### src/rtl/prism_pkg.sv
// prism_pkg: shared defaults, sequencer state type and word-assembly helpers
// for the PRISM configuration chain loader.
package prism_pkg;

    localparam int PRISM_WIDTH      = 48;
    localparam int PRISM_DEPTH      = 8;
    localparam int PRISM_FIFO_DEPTH = 2;

    // Bits of a config word that come from the high bus write.
    localparam int PRISM_HI_WIDTH   = PRISM_WIDTH - 32;

    typedef enum logic [1:0] {
        IDLE  = 2'd0,
        OPEN  = 2'd1,
        GUARD = 2'd2
    } prism_state_t;

    // High-half width for an arbitrary word width (low half is always 32 bits).
    function automatic int hiWidth(input int width);
        return width - 32;
    endfunction

endpackage

### src/rtl/prism_cfg_fifo.sv
// prism_cfg_fifo: small synchronous FIFO holding assembled config words ahead
// of the sequencer. A push into a full FIFO is taken only when a pop happens
// in the same cycle. flush empties it synchronously.
module prism_cfg_fifo
    import prism_pkg::*;
#(
    parameter int W = PRISM_WIDTH,
    parameter int D = PRISM_FIFO_DEPTH
) (
    input  logic         clk,
    input  logic         rst_n,
    input  logic         flush,
    input  logic         push,
    input  logic         pop,
    input  logic [W-1:0] din,
    output logic [W-1:0] dout,
    output logic         full,
    output logic         empty
);

    localparam int PW = (D > 1) ? $clog2(D) : 1;
    localparam int CW = $clog2(D + 1);

    logic [W-1:0]  r_mem [D];
    logic [PW-1:0] r_rdPtr;
    logic [PW-1:0] r_wrPtr;
    logic [CW-1:0] r_count;
    logic          w_doPush;
    logic          w_doPop;

    function automatic logic [PW-1:0] nextPtr(input logic [PW-1:0] p);
        return (p == PW'(D - 1)) ? '0 : p + PW'(1);
    endfunction

    assign w_doPop  = pop && !empty;
    assign w_doPush = push && (!full || w_doPop);

    // Storage write; contents need no reset because the count gates every read.
    always_ff @(posedge clk) begin
        if (w_doPush) begin
            r_mem[r_wrPtr] <= din;
        end
    end

    // Pointer and occupancy bookkeeping, cleared by reset or flush.
    always_ff @(posedge clk) begin
        if (!rst_n || flush) begin
            r_rdPtr <= '0;
            r_wrPtr <= '0;
            r_count <= '0;
        end else begin
            if (w_doPush) begin
                r_wrPtr <= nextPtr(r_wrPtr);
            end
            if (w_doPop) begin
                r_rdPtr <= nextPtr(r_rdPtr);
            end
            case ({w_doPush, w_doPop})
                2'b10:   r_count <= r_count + CW'(1);
                2'b01:   r_count <= r_count - CW'(1);
                default: r_count <= r_count;
            endcase
        end
    end

    assign dout  = r_mem[r_rdPtr];
    assign full  = (r_count == CW'(D));
    assign empty = (r_count == '0);

endmodule

### src/rtl/prism_config_sequencer.sv
// prism_config_sequencer: assembles 48-bit config words from two bus writes,
// buffers them, and shifts each one into the PRISM latch chain by pulsing
// one-hot latch enables from the last stage down to stage 0.
// Optional build macro PRISM_CFG_GUARD_EN inserts an all-off GUARD cycle
// between consecutive enables (2*DEPTH+1 cycles per word instead of DEPTH+1).
// WIDTH must be in the range 33..64.
module prism_config_sequencer
    import prism_pkg::*;
#(
    parameter int WIDTH      = PRISM_WIDTH,
    parameter int DEPTH      = PRISM_DEPTH,
    parameter int FIFO_DEPTH = PRISM_FIFO_DEPTH
) (
    input  logic                         clk,
    input  logic                         rst_n,
    input  logic                         wr_lo,
    input  logic                         wr_hi,
    input  logic [31:0]                  wdata,
    input  logic                         clear,
    output logic [WIDTH-1:0]             config_data,
    output logic [DEPTH-1:0]             latch_en,
    output logic                         busy,
    output logic                         fifo_full,
    output logic [$clog2(DEPTH+1)-1:0]   words_loaded,
    output logic                         chain_full,
    output logic                         overflow
);

    localparam int HI_W = hiWidth(WIDTH);
    localparam int IW   = (DEPTH > 1) ? $clog2(DEPTH) : 1;
    localparam int WL   = $clog2(DEPTH + 1);

    prism_state_t     r_state;
    prism_state_t     w_nextState;
    logic [IW-1:0]    r_idx;
    logic [IW-1:0]    w_nextIdx;
    logic [DEPTH-1:0] r_latchEn;
    logic [DEPTH-1:0] w_nextLatchEn;
    logic [WIDTH-1:0] r_configData;
    logic [31:0]      r_loStage;
    logic [WL-1:0]    r_wordsLoaded;
    logic             r_overflow;
    logic             w_pop;
    logic             w_push;
    logic             w_wordDone;
    logic             w_fifoFull;
    logic             w_fifoEmpty;
    logic [WIDTH-1:0] w_assembled;
    logic [WIDTH-1:0] w_fifoHead;

    assign w_assembled = {wdata[HI_W-1:0], r_loStage};

    generate
        if (HI_W < 32) begin : g_unusedHi
            logic w_unusedHi;
            assign w_unusedHi = ^wdata[31:HI_W];
        end
    endgenerate

    // A full FIFO still accepts a word when the head leaves in the same cycle.
    assign w_push = wr_hi && !clear && (!w_fifoFull || w_pop);

    prism_cfg_fifo #(
        .W (WIDTH),
        .D (FIFO_DEPTH)
    ) u_fifo (
        .clk   (clk),
        .rst_n (rst_n),
        .flush (clear),
        .push  (w_push),
        .pop   (w_pop),
        .din   (w_assembled),
        .dout  (w_fifoHead),
        .full  (w_fifoFull),
        .empty (w_fifoEmpty)
    );

    // Next-state, stage index and next latch enable; clear forces IDLE.
    always_comb begin
        w_nextState = r_state;
        w_nextIdx   = r_idx;
        w_pop       = 1'b0;
        w_wordDone  = 1'b0;
        case (r_state)
            IDLE: begin
                if (!w_fifoEmpty) begin
                    w_pop       = 1'b1;
                    w_nextState = OPEN;
                    w_nextIdx   = IW'(DEPTH - 1);
                end
            end
            OPEN: begin
`ifdef PRISM_CFG_GUARD_EN
                w_nextState = GUARD;
`else
                if (r_idx == '0) begin
                    w_nextState = IDLE;
                    w_wordDone  = 1'b1;
                end else begin
                    w_nextIdx = r_idx - IW'(1);
                end
`endif
            end
`ifdef PRISM_CFG_GUARD_EN
            GUARD: begin
                if (r_idx == '0) begin
                    w_nextState = IDLE;
                    w_wordDone  = 1'b1;
                end else begin
                    w_nextState = OPEN;
                    w_nextIdx   = r_idx - IW'(1);
                end
            end
`endif
            default: w_nextState = IDLE;
        endcase
        if (clear) begin
            w_nextState = IDLE;
            w_pop       = 1'b0;
            w_wordDone  = 1'b0;
        end
        w_nextLatchEn = (w_nextState == OPEN) ? (DEPTH'(1) << w_nextIdx) : '0;
    end

    // State, index and registered latch enables.
    always_ff @(posedge clk) begin
        if (!rst_n) begin
            r_state   <= IDLE;
            r_idx     <= '0;
            r_latchEn <= '0;
        end else begin
            r_state   <= w_nextState;
            r_idx     <= w_nextIdx;
            r_latchEn <= w_nextLatchEn;
        end
    end

    // Chain input word, loaded on pop and held across clear.
    always_ff @(posedge clk) begin
        if (!rst_n) begin
            r_configData <= '0;
        end else if (w_pop) begin
            r_configData <= w_fifoHead;
        end
    end

    // Low staging register; a same-cycle wr_hi has already used the old value.
    always_ff @(posedge clk) begin
        if (!rst_n || clear) begin
            r_loStage <= '0;
        end else if (wr_lo) begin
            r_loStage <= wdata;
        end
    end

    // Saturating progress counter and sticky overflow flag.
    always_ff @(posedge clk) begin
        if (!rst_n || clear) begin
            r_wordsLoaded <= '0;
            r_overflow    <= 1'b0;
        end else begin
            if (w_wordDone && (r_wordsLoaded != WL'(DEPTH))) begin
                r_wordsLoaded <= r_wordsLoaded + WL'(1);
            end
            if (wr_hi && !w_push) begin
                r_overflow <= 1'b1;
            end
        end
    end

    assign config_data  = r_configData;
    assign latch_en     = r_latchEn;
    assign busy         = (r_state != IDLE) || !w_fifoEmpty;
    assign fifo_full    = w_fifoFull;
    assign words_loaded = r_wordsLoaded;
    assign chain_full   = (r_wordsLoaded == WL'(DEPTH));
    assign overflow     = r_overflow;

endmodule

### config.mk
export PLATFORM = sky130hd
export DESIGN_NAME = prism_config_sequencer
export DESIGN_NICKNAME = d
export VERILOG_FILES = /design/src/rtl/prism_pkg.sv /design/src/rtl/prism_cfg_fifo.sv /design/src/rtl/prism_config_sequencer.sv
export SDC_FILE = /design/constraint.sdc
export NUM_CORES = 1
export LEC_CHECK = 0
export ABC_AREA = 1
export ABC_CLOCK_PERIOD_IN_PS = 3800
export CAP_MARGIN = 20
export CORE_AREA = 2 2 151 167
export CTS_CLUSTER_SIZE = 28
export DETAILED_ROUTE_END_ITERATION = 8
export DIE_AREA = 0 0 153 169
export GPL_ROUTABILITY_DRIVEN = 0
export PLACE_DENSITY_LB_ADDON = 0.15
export SLEW_MARGIN = 20
export SYNTH_ARGS = -nofsm -noshare
export SYNTH_HDL_FRONTEND = slang
export SYNTH_HIERARCHICAL = 1
export SYNTH_SLANG_ARGS = --single-unit
export TNS_END_PERCENT = 10
### constraint.sdc
create_clock -name clk -period 3.8 [get_ports clk]
set_input_delay 0.57 -clock clk [delete_from_list [all_inputs] [get_ports clk]]
set_output_delay 0.57 -clock clk [all_outputs]
set_load 0.1 [all_outputs]
### After elaboration in Yosys (flattened, before gate mapping)

Memory sizes are Yosys's and may differ from the RTL's. A register that Yosys moved wholly into a read port is not among the register bits.
Cells that the tools add are included.

| storage, ports and cells | value |
|---|---|
| memory bits (writable) | 96 |
| logic and storage cells | 64 |
| output and inout bits | 64 |
| register bits after elaboration | 54 |
| memories | 1 |

Memory list:

| name | depth | width | read ports | clocked after Yosys merged registers in | write ports | RTL line | source |
|---|---|---|---|---|---|---|---|
| u_fifo.r_mem | 2 | 48 | 1 | 1 | 1 | prism_cfg_fifo.sv:24 | `logic [W-1:0] r_mem [D];` |

| cells by class | value |
|---|---|
| add/sub/neg operators | 6 |
| reductions and logical operators | 22 |
| equal/unequal tests | 7 |
| shift-type cells | 1 |
| multiplexer cells | 18 |

Operators by type and width:

| cell | count |
|---|---|
| $mux 1 | 10 |
| $pmux 2 s2 | 2 |
| $shl 1x3->8 const A | 1 |
| $eq 2x1->1 const B | 3 |
| $logic_and 1x1->1 | 6 |
| $logic_not 1->1 | 6 |
| $mux 2 | 3 |
| $mux 3 | 2 |
| $pmux 3 s2 | 1 |
| $add 4x1->4 const B | 1 |
| $eq 2x2->1 const B | 2 |
| $eq 4x4->1 const B | 1 |
| $logic_not 2->1 | 2 |
| $logic_or 1x1->1 | 4 |
| $ne 4x4->1 const B | 1 |
| $reduce_bool 2->1 | 2 |
| $logic_not 3->1 | 1 |
| $sub 3x1->3 const B | 1 |
| $add 1x1->1 const B | 2 |
| $add 2x1->2 const B | 1 |
| $reduce_and 2->1 | 1 |
| $sub 2x1->2 const B | 1 |

### Logic depth before layout (Yosys ltp)

Gate-level depths: netlist of the first run.

| depth | value |
|---|---|
| depth in word-level cells | 9 |
| gate-level depth with buffers | 15 |

### By module

The synthesis of the first run kept the hierarchy.

Modules (own cells, without submodules):

| module | cells each | sequential area each (um^2) | instances | area each (um^2) |
|---|---|---|---|---|
| prism_cfg_fifo | 191 | 2,982.9 | 1 | 3,834.9 |
| prism_config_sequencer | 460 | 1,961.9 | 1 | 3,558.4 |

### Least setup slack after synthesis of the first run

Ideal clock, no wire load.

| timing path | value |
|---|---|
| path kind | register -> register |
| start | register u_fifo.r_count[1] |
| end | memory u_fifo/r_mem[0][0] in the netlist's numbering (enable) |
| period minus slack after synthesis | 3.755 ns |
| arrival | 3.301 ns |
| required time | 3.346 ns |
| stages on the path, launching flop included | 12 |
| library setup time | 0.454 ns |
| slack | 0.045 ns |
| cell sequence | dfxtp_1 -> inv_1 -> nand2_2 -> inv_1 -> inv_1 -> nand3_2 -> inv_2 -> buf_2 -> inv_1 -> nand2_2 -> nand2_2 -> nor2_1 |

| between the ends | value |
|---|---|
| cells in the longest elaborated chain, start to end | 9 |

RTL lines:

| what | RTL line | source |
|---|---|---|
| from (decl) | prism_cfg_fifo.sv:27 | `logic [CW-1:0] r_count;` |
| from (signal assigned) | prism_cfg_fifo.sv:59 | `2'b10: r_count <= r_count + CW'(1);` |
| from (signal assigned) | prism_cfg_fifo.sv:60 | `2'b01: r_count <= r_count - CW'(1);` |
| from (signal assigned) | prism_cfg_fifo.sv:61 | `default: r_count <= r_count;` |
| $logic_not 2->1 (*) | prism_cfg_fifo.sv:68 | `assign empty = (r_count == '0);` |
| net w_fifoEmpty | prism_config_sequencer.sv:47 | `logic w_fifoEmpty;` |
| $mux 1 (*) | prism_config_sequencer.sv:86 | `if (!w_fifoEmpty) begin` |
| $mux 1 (*) | prism_config_sequencer.sv:84 | `case (r_state)` |
| $mux 1 (*) | prism_config_sequencer.sv:117 | `if (clear) begin` |
| net w_pop | prism_config_sequencer.sv:43 | `logic w_pop;` |
| $logic_or 1x1->1 or $logic_and 1x1->1 (tied branches) | prism_config_sequencer.sv:61, prism_cfg_fifo.sv:35 |  |
| $logic_and 1x1->1 or $logic_or 1x1->1 (tied branches) | prism_config_sequencer.sv:61, prism_cfg_fifo.sv:36 |  |
| $logic_and 1x1->1 (*) | prism_cfg_fifo.sv:36 | `assign w_doPush = push && (!full \|\| w_doPop);` |
| $mux 1 (*) | prism_cfg_fifo.sv:40 | `if (w_doPush) begin` |
| $mux 1 (implied by the code) (*) | prism_cfg_fifo.sv:41 | `r_mem[r_wrPtr] <= din;` |
| to (decl) | prism_cfg_fifo.sv:24 |  |

The timed path passes the listed nets; every way through them passes the cells marked *.

### Worst setup path after layout of the first run

| timing path | value |
|---|---|
| start | register r_wordsLoaded[0], in the netlist words_loaded[0] |
| end | output chain_full |

| between the ends | value |
|---|---|
| cells in the longest elaborated chain, start to end | 1 |

RTL lines:

| what | RTL line | source |
|---|---|---|
| from (decl) | prism_config_sequencer.sv:41 | `logic [WL-1:0] r_wordsLoaded;` |
| from (signal assigned) | prism_config_sequencer.sv:163 | `r_wordsLoaded <= r_wordsLoaded + WL'(1);` |
| $eq 4x4->1 | prism_config_sequencer.sv:176 | `assign chain_full = (r_wordsLoaded == WL'(DEPTH));` |
| to (decl) | prism_config_sequencer.sv:25 | `output logic chain_full,` |

No other way between the ends.

==> results.py, run 1 <==
metrics = {
    "status": {
        "status": "complete, no violations",
    },
    "synthesis": {
        "ys_ff_latch": 199,
        "syn-num-nets": 693,
        "yosysUniqueCellTypes": 29,
        "synth_top_cell_by_area": "edfxtp_1",
        "postSynthCellCount": 651,
        "synthDominantCellAreaShare_pct": 39.0,
        "synth_area_sq_um": 7390,
        "synthTopCellsByArea": "edfxtp_1 (39%), dfxtp_1 (28%), nand2_1 (9.6%), a21oi_1 (6.0%), mux2_2 (4.3%)",
        "syn_avg_cell_area_sq_um": 11.4,
        "ys_seq_area_share_pct": 66.9,
        "yosys_warnings": 6,
    },
    "detailed_routing": {
        "ant_nets": 0,
        "drc": 0,
        "drt_iter0_markers": 210,
        "vias": 4776,
        "drt_first_pass_iters": 5,
        "wl_per_cell_um": 14.8,
        "vias_per_cell": 4.46,
        "wirelength_um": 15900,
    },
    "timing": {
        "rsz0062_at_grt": "no",
        "finalSetupViolations": 0,
        "min_period_ns": 3.04,
        "finalSetupTns_ns": 0,
        "tightest_slew_ns": 1.02,
        "period_share_pct": 80.0,
        "skew_ns": 0.0101,
        "hold_viol_final": 0,
        "drv_slew": 0,
        "max_slew_margin_pct": 31.5,
        "fmax_mhz": 329,
    },
    "cts": {
        "cts-resized-gates": 0,
        "cts_tree": "built",
        "post_cts_buffers": 0,
        "clockBufferDepth": 2,
        "cts_sinks": 199,
        "clock-root-buffer": "clkbuf_16",
        "hold_buffers": 0,
        "htreeDepth": 4,
        "cts_buffers": 17,
        "clkLatencyLatePin_ns": 0.42,
        "path_clk_slew_ns": 0.07,
    },
    "power": {
        "peakVddDrop_mv": 0.321,
        "power_density_nw_per_um2": 465,
        "p_leak_uw": 0.00323,
        "power_uw": 4320,
    },
    "placement": {
        "placed_area_sq_um": 8690,
        "place_inst": 1038,
        "post-dp-hpwl_um": 10000,
        "port_buffers": 100,
    },
    "global_route": {
        "grt_pass1_vias": 5057,
        "grt_pass1_wl_um": 25500,
        "antenna_found_initial": 0,
        "grt_start_max_net_pins": 52,
        "grt_use_total_pct": 12.7,
        "overflow": 0,
    },
    "cells_and_area": {
        "design_area_sq_um": 9290,
        "drive_above_1_share_pct": 14.2,
        "finalNonFillerCells": 1070,
        "final_nets": 789,
        "diodes": 0,
        "area_growth_syn_to_layout_pct": 25.7,
    },
    "floorplanning": {
        "fp.dieArea_sq_um": 25900,
        "fp.dieW_um": 153,
        "num_io_pins": 101,
        "start_util_pct": 30.5,
        "die_y_um": 169,
        "num_rows": 60,
        "core-area_sq_um": 24200,
    },
    "critical_path": {
        "critical_path_arrival_ns": 2.47,
        "critPathKind": "reg -> out",
        "crit_path_start_kind": "register",
        "r2r_setup_slack_ns": 1.29,
        "critPathCaptureType": "output port",
        "required_ns": 3.23,
        "cp_max_fo": 7,
    },
    "min_path": {
        "hold_path_class": "reg -> reg",
    },
    "job": {
        "maxCapViolations": 0,
    },
}
==> cells by family (layout without fill, tap and decap cells) <==
group                      after synthesis  count (layout)  share of synthesized area [%]
AOI/OAI and AO/OA                       95              95                           6.63
xor gates and xnor gates                 1               1                          0.118
adders and majority gates                5               5                          0.846
buffers and inverters                   65             174                           4.13
DFF                                    199             199                           66.9
muxes                                   48              48                           8.33
other                                    1               1                         0.0507
and+or+nand+nor                        237             237                           13.0
==> worst paths after layout <==
kind	start	end	cells after the start
hold / removal	r_loStage[13]$_SDFFE_PP0P_	u_fifo/r_mem[1][13]$_DFFE_PP_	0
setup / recovery	words_loaded[0]$_SDFFE_PP0P_	chain_full	5
hold reg to reg	r_loStage[13]$_SDFFE_PP0P_	u_fifo/r_mem[1][13]$_DFFE_PP_	0
setup reg to reg	u_fifo/r_count[0]$_SDFFE_PP0P_	u_fifo/r_mem[1][29]$_DFFE_PP_	11
==> report_power, final <==
| part | total [uW] | internal [uW] | switching [uW] | leakage [uW] |
|---|---|---|---|---|
| Combinational | 210 | 76.8 | 133 | 0.00122 |
| Clock | 1810 | 1050 | 758 | 0.000293 |
| Sequential | 2300 | 2280 | 17.2 | 0.00172 |
==> registers in the layout, indices dropped and copies added, names as in the netlist, 2 cells and up, named ones only <==
| register | count |
|---|---|
| u_fifo/r_mem | 96 |
| config_data | 48 |
| r_loStage | 32 |
| latch_en | 8 |
| words_loaded | 4 |
| r_idx | 3 |
| r_state | 2 |
| u_fifo/r_count | 2 |
==> worst max-delay path, stage by stage, from the launching register on <==
cell             delay, ns
dfxtp_1               0.38
inv_1                 0.09
ha_1                  0.18
nand2_1               0.06
nor2_1                0.17
clkdlybuf4s50_1       1.17
==> synth_stat cells (all sizes together) <==
library cell    n
nand2         195
dfxtp         103
edfxtp         96
a21oi          90
mux2           48
inv            34
nor2           22
buf            18
nand3          16
clkbuf         13
ha              5
o21ai           3
nand4           2
a31oi           1
conb            1
nand3b          1
nor3            1
o21bai          1
xor2            1
==> placed cells by master (no fill, tap or decap), types with 2 or more instances in the layout <==
master	netlist	layout
mux2_2	28	28
nand4_1	2	2
mux2_4	20	20
inv_2	3	5
edfxtp_1	96	96
ha_1	5	5
nand2_2	5	6
nand3_1	13	13
a21oi_2	2	2
clkbuf_16	0	18
clkdlybuf4s50_1	0	99
nor2_1	20	19
nand2_1	190	189
clkbuf_8	0	2
nand3_2	3	3
nor2_4	1	3
a21oi_1	88	88
o21ai_0	2	2
dfxtp_1	103	102
clkbuf_1	13	3
buf_4	3	7
bufinv_16	0	2
clkinv_4	0	3
inv_1	31	29
==> final cells by class <==
| type | count | area, sq um |
|---|---|---|
| clock buffers | 23 | 489 |
| clock inverters | 9 | 114 |
| fillers | 2398 | 15000 |
| well taps | 310 | 388 |
| flip-flops and latches | 199 | 4950 |
| inverters | 34 | 128 |
| multi-input cells | 387 | 2160 |
| repair buffers | 108 | 1070 |
==> routing by layer <==
metal	wire (um)	track usage (%)
met5	0	0
met4	271	4.43
met2	7830	22.1
met1	6920	14.6
met3	842	4.10
==> metrics by stage <==
| stage | util [%] | worst slack [ns] | hold slack, ns |
|---|---|---|---|
| finish | 38.3 | 0.761 | 0.452 |
| detailed placement | 35.8 | 1.01 | 0.437 |
| floorplan | - | 0.0451 | 0.426 |
| global placement | 35.8 | 1.06 | 0.432 |
| CTS | 38.3 | 0.766 | 0.453 |
| global route | 38.3 | 0.645 | 0.464 |
Note: power is estimated with default switching activity, not from simulation.
==> inputs of run 2 (changes only) <==
ABC_CLOCK_PERIOD_IN_PS = 2900   (was 3800)
clock period = 2.9 ns   (was 3.8 ns; I/O delays follow)
==> run 2 against run 1 <==
  * Clock power is 25% higher
  * Clock skew down 0.0016 ns
  * Clock-buffer cell count fell by 5
  * Final cell count grew 0.47%
  * Critical endpoint is now u_fifo/r_mem[1][27]$_DFFE_PP_
==> results.py, run 2 (same netlist as run 1, synthesis figures left out) <==
metrics = {
    "status": {
        "status": "complete, no violations",
    },
    "job": {
        "maxCapViolations": 0,
    },
    "cells_and_area": {
        "drive_above_1_share_pct": 22.9,
        "design_area_sq_um": 9170,
        "diodes": 0,
        "final_cell_mix": "nand2_1 (189), dfxtp_1 (102), edfxtp_1 (96)",
        "final_nets": 794,
        "final_common_cell": "nand2_1",
        "finalNonFillerCells": 1075,
        "area_growth_syn_to_layout_pct": 24.0,
        "largest_reg_flops": 96,
        "regMostFlops": "u_fifo/r_mem",
    },
    "floorplanning": {
        "num_io_pins": 101,
        "die_y_um": 169,
        "fp.dieW_um": 153,
        "start_util_pct": 30.5,
        "num_rows": 60,
        "fp.dieArea_sq_um": 25900,
        "core-area_sq_um": 24200,
    },
    "timing": {
        "fmax_mhz": 439,
        "period_share_pct": 78.5,
        "rsz0062_at_grt": "no",
        "tightest_slew_ns": 0.639,
        "finalSetupViolations": 0,
        "min_period_ns": 2.28,
        "hold_ws_ns": 0.456,
        "max_slew_margin_pct": 57.4,
        "drv_slew": 0,
        "skew_ns": 0.00845,
        "hold_viol_final": 0,
    },
    "critical_path": {
        "cp_max_fo": 12,
        "critPathKind": "reg -> reg",
        "required_ns": 3.02,
        "critPathCaptureType": "register",
        "critical_path_arrival_ns": 2.40,
        "crit_path_start_kind": "register",
    },
    "power": {
        "p_switching_uw": 1210,
        "clockPowerShare_pct": 40.8,
        "p_int_uw": 4360,
        "p_leak_uw": 0.00338,
        "p_comb_share_pct": 5.1,
        "peakVddDrop_mv": 0.334,
        "pwr-share-seq_pct": 54.2,
        "power_uw": 5570,
        "power_density_nw_per_um2": 607,
        "sw_frac_of_total_pct": 21.7,
    },
    "placement": {
        "port_buffers": 100,
        "placed_area_sq_um": 8610,
        "place_inst": 1043,
        "post-dp-hpwl_um": 10300,
    },
    "global_route": {
        "grt_pass1_wl_um": 25900,
        "grt_use_total_pct": 12.7,
        "grt_start_max_net_pins": 52,
        "antenna_found_initial": 0,
        "overflow": 0,
        "grt_pass1_vias": 4952,
    },
    "detailed_routing": {
        "wl_per_cell_um": 14.9,
        "drc": 0,
        "drt_iter0_markers": 216,
        "ant_nets": 0,
        "drt_first_pass_iters": 4,
        "vias": 4774,
        "vias_per_cell": 4.44,
        "wirelength_um": 16100,
    },
    "cts": {
        "clkLatencyLatePin_ns": 0.42,
        "cts-resized-gates": 0,
        "cts_tree": "built",
        "post_cts_buffers": 0,
        "clock-root-buffer": "clkbuf_16",
        "cts_buffers": 17,
        "htreeDepth": 4,
        "hold_buffers": 0,
        "clockBufferDepth": 2,
        "cts_sinks": 199,
        "path_clk_slew_ns": 0.07,
    },
    "min_path": {
        "hold_path_class": "reg -> reg",
    },
}
==> run 2: path summary, 6_finish.rpt <==
check | from | to | slack, ns | cells past startpoint
setup / recovery | u_fifo/r_count[1]$_SDFFE_PP0P_ | u_fifo/r_mem[1][27]$_DFFE_PP_ | 0.62 | 11
hold / removal | r_loStage[31]$_SDFFE_PP0P_ | u_fifo/r_mem[0][31]$_DFFE_PP_ | 0.46 | 0
setup reg to reg | u_fifo/r_count[1]$_SDFFE_PP0P_ | u_fifo/r_mem[1][27]$_DFFE_PP_ | 0.62 | 11
hold reg to reg | r_loStage[31]$_SDFFE_PP0P_ | u_fifo/r_mem[0][31]$_DFFE_PP_ | 0.46 | 0
==> run 2: layout make-up <==
class | count | area (sq um)
fill | 2354 | 15100
timing repair buffer | 113 | 983
clock buffer | 18 | 429
multi-input combinational | 387 | 2160
sequential | 199 | 4950
tap | 310 | 388
clock inverter | 14 | 131
inverter | 34 | 128
==> run 2: stage by stage <==
stage	setup WS (ns)	utilization [%]	TNS, ns
finish	0.622	37.8	0
CTS	0.603	37.8	0
detailed placement	0.502	35.5	0
global placement	0.511	35.5	0
floorplan	-0.0817	-	-6.11
global route	0.460	37.8	0
==> run 2: worst max-delay path: stages (launching register included) <==
cell,delay [ns]
dfxtp_1,0.47
inv_1,0.09
nand2_2,0.08
inv_1,0.06
inv_1,0.09
nand2_2,0.12
nand2_1,0.08
nand2_1,0.07
inv_1,0.17
nand2_2,0.13
nor2_4,0.36
buf_4,0.27
==> run 2: layer usage <==
layer	global-route usage (%)	up-vias	wire, um	part of all wire, %
li1	-	2390	-	-
met1	15.8	2288	7430	46
met2	21.4	83	7790	48
met3	3.17	13	611	3.8
met4	4.35	0	236	1.5
met5	0	-	0	0
==> run 2: power by group through the flow <==
stage	Sequential (uW)	Clock (uW)	Combinational, uW
4_1_cts	3020	2340	288
3_5_place_dp	3080	0	287
6_report	3020	2270	282
3_3_place_gp	3080	0	285
2_1_floorplan	3110	0	127
5_1_grt	3020	2450	307
